--- src/rtl/fft_ctrl_pkg.sv ---
// Shared constants, FSM encoding and helpers for the FFT frame sequencer.
package fft_ctrl_pkg;

  localparam int LOG2N_DFLT = 12;
  localparam int DW_DFLT    = 16;
  localparam int SW_DFLT    = 12;

  localparam logic [SW_DFLT-1:0] SCALE_DFLT = 12'hAAA;
  localparam int                 NPTS       = 1 << LOG2N_DFLT;

  typedef enum logic [2:0] {
    ST_IDLE,
    ST_APPLY,
    ST_START,
    ST_LOAD,
    ST_UNLOAD
  } state_t;

  function automatic logic [31:0] sat_inc32(input logic [31:0] v, input logic en);
    return (en && (v != '1)) ? v + 32'd1 : v;
  endfunction

endpackage

--- src/rtl/fft_ctrl_cfg_shadow.sv ---
// Shadow copy of the core's direction/scale configuration; the write strobes
// reach the core only while the sequencer sits in its APPLY cycle.
module fft_ctrl_cfg_shadow
  import fft_ctrl_pkg::*;
#(
  parameter int            SW         = SW_DFLT,
  parameter logic [SW-1:0] SCALE_INIT = fft_ctrl_pkg::SCALE_DFLT
) (
  input  logic          clk,
  input  logic          rst_n,
  input  logic          cfg_we,
  input  logic          cfg_fwd_inv,
  input  logic [SW-1:0] cfg_scale,
  input  logic          apply,
  output logic          cfg_pending,
  output logic          core_fwd_inv,
  output logic          core_fwd_inv_we,
  output logic [SW-1:0] core_scale_sch,
  output logic          core_scale_sch_we
);

  logic          fwd_q;
  logic [SW-1:0] scale_q;

  // Pending comes out of reset set, so the defaults reach the core before
  // the first frame. A write landing on the APPLY cycle wins: it is kept
  // and stays pending for the next frame boundary.
  // NOTE: registers use non-blocking assignments so every flop samples
  // pre-edge values regardless of process evaluation order.
  always_ff @(posedge clk or negedge rst_n) begin
    if (!rst_n) begin
      fwd_q       <= 1'b1;
      scale_q     <= SCALE_INIT;
      cfg_pending <= 1'b1;
    end else if (cfg_we) begin
      fwd_q       <= cfg_fwd_inv;
      scale_q     <= cfg_scale;
      cfg_pending <= 1'b1;
    end else if (apply) begin
      cfg_pending <= 1'b0;
    end
  end

  assign core_fwd_inv_we   = apply;
  assign core_scale_sch_we = apply;
  assign core_fwd_inv      = apply & fwd_q;
  assign core_scale_sch    = apply ? scale_q : '0;

endmodule

--- src/rtl/fft_frame_ctrl.sv ---
// Frame sequencer for a burst-mode FFT core: applies config at frame edges,
// streams one frame in and forwards the spectrum. Define FFT_CTRL_STATS_EN
// to add saturating frame/underrun counters.
module fft_frame_ctrl
  import fft_ctrl_pkg::*;
#(
  parameter int            LOG2N      = LOG2N_DFLT,
  parameter int            DW         = DW_DFLT,
  parameter int            SW         = SW_DFLT,
  parameter logic [SW-1:0] SCALE_DFLT = fft_ctrl_pkg::SCALE_DFLT
) (
  input  logic             clk,
  input  logic             rst_n,
  input  logic             cfg_we,
  input  logic             cfg_fwd_inv,
  input  logic [SW-1:0]    cfg_scale,
  output logic             cfg_pending,
  input  logic             in_valid,
  input  logic [DW-1:0]    in_re,
  input  logic [DW-1:0]    in_im,
  output logic             in_ready,
  output logic             out_valid,
  output logic [DW-1:0]    out_re,
  output logic [DW-1:0]    out_im,
  output logic [LOG2N-1:0] out_index,
  output logic             out_sop,
  output logic             out_eop,
  output logic             frame_done,
  output logic             err_underrun,
  output logic             err_index,
  input  logic             err_clr,
`ifdef FFT_CTRL_STATS_EN
  output logic [31:0]      frame_cnt,
  output logic [31:0]      underrun_cnt,
`endif
  output logic             core_fwd_inv,
  output logic             core_fwd_inv_we,
  output logic             core_start,
  output logic [SW-1:0]    core_scale_sch,
  output logic             core_scale_sch_we,
  input  logic             core_rfd,
  input  logic             core_busy,
  input  logic             core_done,
  input  logic             core_edone,
  input  logic             core_dv,
  output logic [DW-1:0]    core_xn_re,
  output logic [DW-1:0]    core_xn_im,
  input  logic [LOG2N-1:0] core_xn_index,
  input  logic [DW-1:0]    core_xk_re,
  input  logic [DW-1:0]    core_xk_im,
  input  logic [LOG2N-1:0] core_xk_index
);

  localparam logic [LOG2N:0] CNT_ONE = (LOG2N+1)'(1);

  state_t           state_q, state_d;
  logic [LOG2N:0]   cnt_q;
  logic [LOG2N-1:0] cnt_dly_q;
  logic             slot_dly_q;
  logic             rfd_q;
  logic             slot;
  logic             unload_dv;
  logic             unused_edone;

  // The core finishes its own frame bookkeeping; edone carries nothing we need.
  assign unused_edone = core_edone;

  // A sample slot is every rfd cycle of the frame, valid or not: the core
  // cannot stall, so a missing sample becomes a zero plus an underrun flag.
  assign slot      = (state_q == ST_LOAD) && core_rfd && !cnt_q[LOG2N];
  assign in_ready  = slot;
  assign unload_dv = (state_q == ST_UNLOAD) && core_dv;

  fft_ctrl_cfg_shadow #(
    .SW         (SW),
    .SCALE_INIT (SCALE_DFLT)
  ) u_cfg_shadow (
    .clk               (clk),
    .rst_n             (rst_n),
    .cfg_we            (cfg_we),
    .cfg_fwd_inv       (cfg_fwd_inv),
    .cfg_scale         (cfg_scale),
    .apply             (state_q == ST_APPLY),
    .cfg_pending       (cfg_pending),
    .core_fwd_inv      (core_fwd_inv),
    .core_fwd_inv_we   (core_fwd_inv_we),
    .core_scale_sch    (core_scale_sch),
    .core_scale_sch_we (core_scale_sch_we)
  );

  always_ff @(posedge clk or negedge rst_n) begin
    if (!rst_n) state_q <= ST_IDLE;
    else        state_q <= state_d;
  end

  // NOTE: every always_comb output is given a default first so no path
  // leaves it unassigned and no latch is inferred.
  always_comb begin
    state_d    = state_q;
    core_start = 1'b0;
    frame_done = 1'b0;
    case (state_q)
      ST_IDLE: begin
        if (!core_busy) begin
          if (cfg_pending)   state_d = ST_APPLY;
          else if (in_valid) state_d = ST_START;
        end
      end
      ST_APPLY: state_d = ST_IDLE;
      ST_START: begin
        core_start = 1'b1;
        state_d    = ST_LOAD;
      end
      ST_LOAD: begin
        if (cnt_q[LOG2N] || (rfd_q && !core_rfd)) state_d = ST_UNLOAD;
      end
      ST_UNLOAD: begin
        if (core_done || out_eop) begin
          frame_done = 1'b1;
          state_d    = ST_IDLE;
        end
      end
      default: state_d = ST_IDLE;
    endcase
  end

  // Input side: one register stage towards the core, so the core's
  // xn_index in the next cycle must equal the slot number just consumed.
  always_ff @(posedge clk or negedge rst_n) begin
    if (!rst_n) begin
      cnt_q      <= '0;
      cnt_dly_q  <= '0;
      slot_dly_q <= 1'b0;
      rfd_q      <= 1'b0;
      core_xn_re <= '0;
      core_xn_im <= '0;
    end else begin
      rfd_q      <= (state_q == ST_LOAD) && core_rfd;
      slot_dly_q <= slot;
      cnt_dly_q  <= cnt_q[LOG2N-1:0];
      if (state_q == ST_START) cnt_q <= '0;
      else if (slot)           cnt_q <= cnt_q + CNT_ONE;
      if (slot) begin
        core_xn_re <= in_valid ? in_re : '0;
        core_xn_im <= in_valid ? in_im : '0;
      end
    end
  end

  // Output side: spectrum registered once, markers decoded from xk_index.
  always_ff @(posedge clk or negedge rst_n) begin
    if (!rst_n) begin
      out_valid <= 1'b0;
      out_sop   <= 1'b0;
      out_eop   <= 1'b0;
      out_re    <= '0;
      out_im    <= '0;
      out_index <= '0;
    end else begin
      out_valid <= unload_dv;
      out_sop   <= unload_dv && (core_xk_index == '0);
      out_eop   <= unload_dv && (&core_xk_index);
      if (unload_dv) begin
        out_re    <= core_xk_re;
        out_im    <= core_xk_im;
        out_index <= core_xk_index;
      end
    end
  end

  // Sticky faults; a set in the same cycle as err_clr keeps the flag.
  always_ff @(posedge clk or negedge rst_n) begin
    if (!rst_n) begin
      err_underrun <= 1'b0;
      err_index    <= 1'b0;
    end else begin
      if (slot && !in_valid) err_underrun <= 1'b1;
      else if (err_clr)      err_underrun <= 1'b0;
      if (slot_dly_q && (core_xn_index != cnt_dly_q)) err_index <= 1'b1;
      else if (err_clr)                               err_index <= 1'b0;
    end
  end

`ifdef FFT_CTRL_STATS_EN
  always_ff @(posedge clk or negedge rst_n) begin
    if (!rst_n) begin
      frame_cnt    <= '0;
      underrun_cnt <= '0;
    end else begin
      frame_cnt    <= sat_inc32(err_clr ? 32'd0 : frame_cnt, frame_done);
      underrun_cnt <= sat_inc32(err_clr ? 32'd0 : underrun_cnt, slot && !in_valid);
    end
  end
`endif

endmodule

--- config.mk ---
export PLATFORM = sky130hd
export DESIGN_NAME = fft_frame_ctrl
export DESIGN_NICKNAME = d
export VERILOG_FILES = /design/src/rtl/fft_ctrl_pkg.sv /design/src/rtl/fft_ctrl_cfg_shadow.sv /design/src/rtl/fft_frame_ctrl.sv
export SDC_FILE = /design/constraint.sdc
export NUM_CORES = 1
export LEC_CHECK = 0
export ABC_AREA = 0
export ABC_CLOCK_PERIOD_IN_PS = 3000
export CAP_MARGIN = 20
export CORE_ASPECT_RATIO = 0.6
export CORE_MARGIN = 5
export CORE_UTILIZATION = 46
export CTS_CLUSTER_DIAMETER = 40
export DETAILED_ROUTE_END_ITERATION = 8
export HOLD_SLACK_MARGIN = 0.1
export PLACE_DENSITY_LB_ADDON = 0.05
export RECOVER_POWER = 100
export SKIP_LAST_GASP = 1
export SLEW_MARGIN = 5
export SYNTH_ARGS = -nofsm -noshare
export SYNTH_HDL_FRONTEND = slang
export SYNTH_SLANG_ARGS = --single-unit
--- constraint.sdc ---
create_clock -name clk -period 3 [get_ports clk]
set_input_delay 0.3 -clock clk [delete_from_list [all_inputs] [get_ports clk]]
set_output_delay 0.3 -clock clk [all_outputs]
set_load 0.005 [all_outputs]
==> flow_metrics.env, run 1 <==
export IMPL_run_status="finished clean"
export IMPL_layout_commonest_cell="clkdlybuf4s50_1"
export IMPL_fin_nets=745
export IMPL_p_leak_uw=0.00378
export IMPL_switching_power_uw=1570
export IMPL_cts_repair_resized=0
export IMPL_antenna_found_initial=0
export IMPL_drt_total_wl_um=12900
export IMPL_setup_viol_count_final=0
export IMPL_combinationalPowerShare_pct=25.8
export IMPL_grt_max_degree=61
export IMPL_drv_slew=0
export IMPL_ys_ff_latch=125
export IMPL_syn_area_per_cell_um2=12.2
export IMPL_vias_per_cell=5.00
export IMPL_grt_usage_pct=19.9
export IMPL_layout_common_cells="120 x clkdlybuf4s50_1, 117 x dfrtp_1, 89 x dlygate4sd3_1, 76 x nand2_1, 57 x mux2_2"
export IMPL_drv_cap=0
export IMPL_clkLatencyLatePin_ps=410
export IMPL_max_slew_margin_pct=1.24
export IMPL_yosys_area_top_type="dfrtp_1"
export IMPL_period_needed_ps=2610
export IMPL_ctsHoldBuffers=1
export IMPL_port_buffers=209
export IMPL_yosysWarningCount=0
export IMPL_die_w_um=146
export IMPL_synth_fp_nets=531
export IMPL_rsz0062_at_grt="false"
export IMPL_power_total_uw=5600
export IMPL_arrival_ps=2310
export IMPL_p_int_uw=4040
export IMPL_fp_dieH_um=91.7
export IMPL_endpoint_kind="primary output"
export IMPL_place_area_um2=7280
export IMPL_fmax_mhz=382
export IMPL_required_ps=2700
export IMPL_ant_nets=0
export IMPL_p_seq_share_pct=39.7
export IMPL_start_util_pct=47.7
export IMPL_timing_hold_ws_ps=442
export IMPL_utilization_pct=72.8
export IMPL_cts_tree="built"
export IMPL_fin_crit_sh_pct=87.2
export IMPL_synthTopCellsByArea="dfrtp_1 57%, mux2_2 13%, nand2_1 5.6%, dfstp_2 4.1%, nand3_1 3.3%"
export IMPL_hold_class="flop to flop"
export IMPL_syn_inst=419
export IMPL_crit_type="flop to primary output"
export IMPL_hold_viol=0
export IMPL_synth_top_area_share_pct=57.3
export IMPL_netlist_area_um2=5110
export IMPL_pwr_share_clk_pct=34.5
export IMPL_power_density_nw_per_um2=719
export IMPL_antenna_cells=0
export IMPL_drtIter0Drc=237
export IMPL_boundaryPins=211
export IMPL_firstDrtPassIters=4
export IMPL_clk_pin_slew_ps=60
export IMPL_peakVddDrop_v=0.000452
export IMPL_dieArea_um2=13400
export IMPL_cts_setup_buffers=0
export IMPL_cts_sinks=125
export IMPL_cts_buffers=17
export IMPL_clk_path_buf_depth=2
export IMPL_p_sw_share_pct=28.0
export IMPL_syn_to_final_growth_pct=52.5
export IMPL_worst_pin_slew_ps=1480
export IMPL_fin_area_um2=7790
export IMPL_grt_ovfl_total=0
export IMPL_grt_pass1_wl_um=21400
export IMPL_synth_seq_area_share_pct=61.4
export IMPL_core_area_um2=10700
export IMPL_start_kind="flop"
export IMPL_wl_per_cell_um=16.5
export IMPL_hpwl_um=9410
export IMPL_fin_skew_ps=6.81
export IMPL_dr_total_vias=3923
export IMPL_h_tree_depth=4
export IMPL_drcViolationCount=0
export IMPL_finalSetupTns_ps=0
export IMPL_drive_gt1_share_pct=16.7
export IMPL_cp_max_fo=16
export IMPL_place_congestion=0.812
export IMPL_root_buffer="clkbuf_16"
export IMPL_grt_pass1_vias=4222
export IMPL_ys_types=42
export IMPL_fp_row_count=29
cell usage after synthesis (all sizes together):
cell,count
dfrtp,117
nand2,76
mux2,57
nand3,34
buf,18
xnor2,17
and2,14
nor2,13
inv,10
nand4,10
dfstp,8
a21oi,7
nor3,4
nor4,4
a31o,3
clkbuf,3
o21ai,3
and3,2
and4,2
mux2i,2
nand4b,2
nor3b,2
o31ai,2
a41oi,1
ha,1
nand2b,1
nand3b,1
nor2b,1
o21bai,1
o22ai,1
or3,1
or3b,1
logic make-up (layout without fill, tap and decap cells):
kind of cell             after synthesis  in the layout  share of synthesized area [%]
AND/OR/NAND/NOR                      168            168                           16.4
multiplexers                          59             59                           12.9
XOR/XNOR                              17             17                           2.91
flip-flops                           125            125                           61.4
buffers and inverters                 31            258                           3.84
AO/OA/AOI/OAI                         18             18                           2.23
adder cells (fa/ha/maj)                1              1                          0.245
final timing paths:
kind	from	endpoint	slack, ps	cells past startpoint
setup / recovery	state_q[0]$_DFFE_PN0P_	core_scale_sch[10]	390	5
hold / removal	cnt_q[1]$_DFFE_PN0P_	cnt_dly_q[1]$_DFF_PN0_	440	0
setup reg to reg	state_q[2]$_DFFE_PN0P_	out_index[7]$_DFFE_PN0P_	750	3
hold reg to reg	cnt_q[1]$_DFFE_PN0P_	cnt_dly_q[1]$_DFF_PN0_	440	0
max in group asynchronous	rst_n	core_xn_im[13]$_DFFE_PN0P_	990	3
min in group asynchronous	rst_n	out_valid$_DFF_PN0_	770	2
critical path: stages, from the launching register on:
cell and delay [ps]:
dfrtp_1 420, inv_1 70, nor3_1 180, clkbuf_1 460, and2_1 190, dlygate4sd3_1 570
flip-flops by register name (all words and copies together), names as in the netlist:
register and count:
core_xn_im 16, core_xn_re 16, out_im 16, out_re 16, cnt_q 13, cnt_dly_q 12
out_index 12, u_cfg_shadow.scale_q 12, state_q 3, err_index 1, err_underrun 1, out_eop 1
out_sop 1, out_valid 1, rfd_q 1, slot_dly_q 1, u_cfg_shadow.cfg_pending 1, u_cfg_shadow.fwd_q 1
power groups by stage:
stage / combinational, uW / sequential (uW) / clock, uW
6_report: 1450 / 2220 / 1930
5_1_grt: 1600 / 2280 / 2070
4_1_cts: 1620 / 2250 / 1980
3_5_place_dp: 1610 / 2280 / 0
3_3_place_gp: 1580 / 2250 / 0
2_1_floorplan: 566 / 2270 / 0
final cells by class:
cell class / instances / area (um2)
Sequential cell: 125 / 3140
Clock inverter: 14 / 136
Tap cell: 139 / 174
Fill cell: 760 / 2910
Inverter: 10 / 38.8
Timing Repair Buffer: 216 / 2140
Multi-Input combinational cell: 263 / 1740
Clock buffer: 18 / 429
layer usage:
metal / vias up / track usage [%] / routed length [um]
met5: - / 0 / 0
met4: 0 / 6.26 / 140
li1: 1853 / - / -
met3: 14 / 8.72 / 1200
met1: 1911 / 24.6 / 5470
met2: 145 / 31.9 / 6130
per-stage QoR:
stage | std cells | setup WS [ps]
4_1_cts | 785 | 483
3_3_place_gp | 752 | 867
5_1_grt | 785 | 209
2_1_floorplan | 419 | 1470
3_5_place_dp | 752 | 861
6_report | 785 | 385
No activity file was read; power rests on OpenSTA's default activity.
==> run 2: changes to the inputs <==
Settings changed: PLACE_DENSITY_LB_ADDON 0.05 to 0.25.
==> run 2 against run 1 <==
Effect of this change:
- global-route usage is 1.2 points higher
- power is 3.1% higher
- die area stayed put
- clock power is 8% higher
- sequential power hardly changed
- count of clock-buffer cells in the layout is 3 higher
- setup slack better by 43 ps
- combinational power hardly changed
- largest cell class unchanged
==> flow_metrics.env, run 2 (same netlist as run 1, synthesis figures left out) <==
export IMPL_run_status="finished clean"
export IMPL_max_slew_margin_pct=12.0
export IMPL_grt_pass1_vias=4229
export IMPL_cts_repair_resized=0
export IMPL_highest_layer="met4"
export IMPL_drcViolationCount=0
export IMPL_ant_nets=0
export IMPL_layout_commonest_cell="dfrtp_1"
export IMPL_place_congestion=0.814
export IMPL_p_seq_share_pct=38.5
export IMPL_clk_path_buf_depth=2
export IMPL_fin_nets=744
export IMPL_syn_to_final_growth_pct=53.2
export IMPL_root_buffer="clkbuf_16"
export IMPL_layout_common_cells="117 x dfrtp_1, 111 x clkdlybuf4s50_1, 98 x dlygate4sd3_1, 76 x nand2_1, 57 x mux2_2"
export IMPL_core_area_um2=10700
export IMPL_peakVddDrop_v=0.000508
export IMPL_dr_total_vias=3984
export IMPL_grt_max_degree=76
export IMPL_start_util_pct=47.7
export IMPL_switching_power_uw=1550
export IMPL_vias_per_cell=5.08
export IMPL_fin_skew_ps=9.35
export IMPL_power_density_nw_per_um2=737
export IMPL_fp_dieH_um=91.7
export IMPL_drv_slew=0
export IMPL_clkLatencyLatePin_ps=410
export IMPL_rsz0062_at_grt="false"
export IMPL_required_ps=2700
export IMPL_fin_crit_sh_pct=85.7
export IMPL_antenna_cells=0
export IMPL_cts_buffers=17
export IMPL_p_int_uw=4230
export IMPL_hpwl_um=9840
export IMPL_period_needed_ps=2570
export IMPL_fin_area_um2=7830
export IMPL_h_tree_depth=4
export IMPL_hold_class="flop to flop"
export IMPL_drtIter0Drc=251
export IMPL_arrival_ps=2270
export IMPL_combinationalPowerShare_pct=25.5
export IMPL_drive_gt1_share_pct=16.6
export IMPL_fmax_mhz=389
export IMPL_boundaryPins=211
export IMPL_dieArea_um2=13400
export IMPL_cts_tree="built"
export IMPL_finalSetupTns_ps=0
export IMPL_hold_viol=0
export IMPL_wl_met1_um=5540
export IMPL_drt_total_wl_um=13800
export IMPL_cts_sinks=125
export IMPL_grt_ovfl_total=0
export IMPL_fp_row_count=29
export IMPL_die_w_um=146
export IMPL_p_sw_share_pct=26.8
export IMPL_worst_pin_slew_ps=1320
export IMPL_p_leak_uw=0.00383
export IMPL_port_buffers=209
export IMPL_grt_usage_pct=21.1
export IMPL_wl_per_cell_um=17.6
export IMPL_cp_max_fo=12
export IMPL_drv_cap=0
export IMPL_grt_pass1_wl_um=22400
export IMPL_antenna_found_initial=0
export IMPL_clk_pin_slew_ps=50
export IMPL_wl_met3_um=1100
export IMPL_dr_wl_met2_um=7050
export IMPL_pwr_share_clk_pct=36.0
export IMPL_setup_viol_count_final=0
export IMPL_crit_type="flop to primary output"
export IMPL_fillers=711
export IMPL_firstDrtPassIters=7
export IMPL_place_area_um2=7270
export IMPL_endpoint_kind="primary output"
export IMPL_start_kind="flop"
-- run 2: cell types whose count changed in the layout (fill, tap and decap cells not counted), sizes merged --
cell and change:
bufinv +2, clkbuf +1, buf +1, clkdlybuf4s50 -9
dlygate4sd3 +9, clkinv -1, inv -4
-- run 2: worst paths after layout --
path                                        start                             end  slack (ps)  cells after the start
setup / recovery           state_q[0]$_DFFE_PN0P_                      core_start         430                      3
hold / removal              cnt_q[11]$_DFFE_PN0P_         cnt_dly_q[11]$_DFF_PN0_         420                      0
setup reg to reg           state_q[2]$_DFFE_PN0P_        out_index[9]$_DFFE_PN0P_         740                      3
hold reg to reg             cnt_q[11]$_DFFE_PN0P_         cnt_dly_q[11]$_DFF_PN0_         420                      0
max in group asynchronous                   rst_n  u_cfg_shadow.fwd_q$_DFFE_PN1P_        1220                      3
min in group asynchronous                   rst_n           out_re[9]$_DFFE_PN0P_         730                      2
-- run 2: power by group through the flow --
stage	clock network, uW	registers (uW)	logic (uW)
floorplan	0	2270	566
global placement	0	2250	1590
detailed placement	0	2270	1620
CTS	2110	2250	1650
global route	2180	2270	1620
finish	2080	2220	1470
-- run 2: layer usage --
metal | up-vias | global-route usage (%)
met2 | 127 | 35.5
li1 | 1859 | -
met3 | 11 | 8.62
met4 | 0 | 5.48
met1 | 1987 | 25.7
met5 | - | 0
-- run 2: cell type report --
| class | instances | area (um2) | share of cell area (%) |
|---|---|---|---|
| Clock buffer | 21 | 460 | 5.88 |
| Clock inverter | 11 | 141 | 1.81 |
| Inverter | 10 | 38.8 | 0.495 |
| Multi-Input combinational cell | 263 | 1740 | 22.2 |
| Sequential cell | 125 | 3140 | 40.1 |
| Tap cell | 139 | 174 | 2.22 |
| Timing Repair Buffer | 215 | 2140 | 27.4 |
-- run 2: worst max-delay path, stage by stage (launching register included) --
cell	delay, ps
dfrtp_1	430
or3b_1	510
inv_1	330
clkdlybuf4s50_1	590
-- run 2: metrics by stage --
step / total power [uW] / hold slack, ps / worst slack (ps) / instances / utilization (%)
after floorplan: 2840 / 4.41 / 1470 / 419 / -
after global placement: 3840 / 366 / 895 / 751 / 67.9
after detailed placement: 3900 / 374 / 869 / 751 / 67.9
after CTS: 6010 / 428 / 516 / 784 / 73.6
after global routing: 6070 / 450 / 265 / 784 / 73.2
final: 5770 / 423 / 428 / 784 / 73.2
-- run 2: repair_timing --
item	4_1_cts	5_1_grt
hold buffers	1	0
setup buffers	0	0
endpoints found under the hold margin	44	0
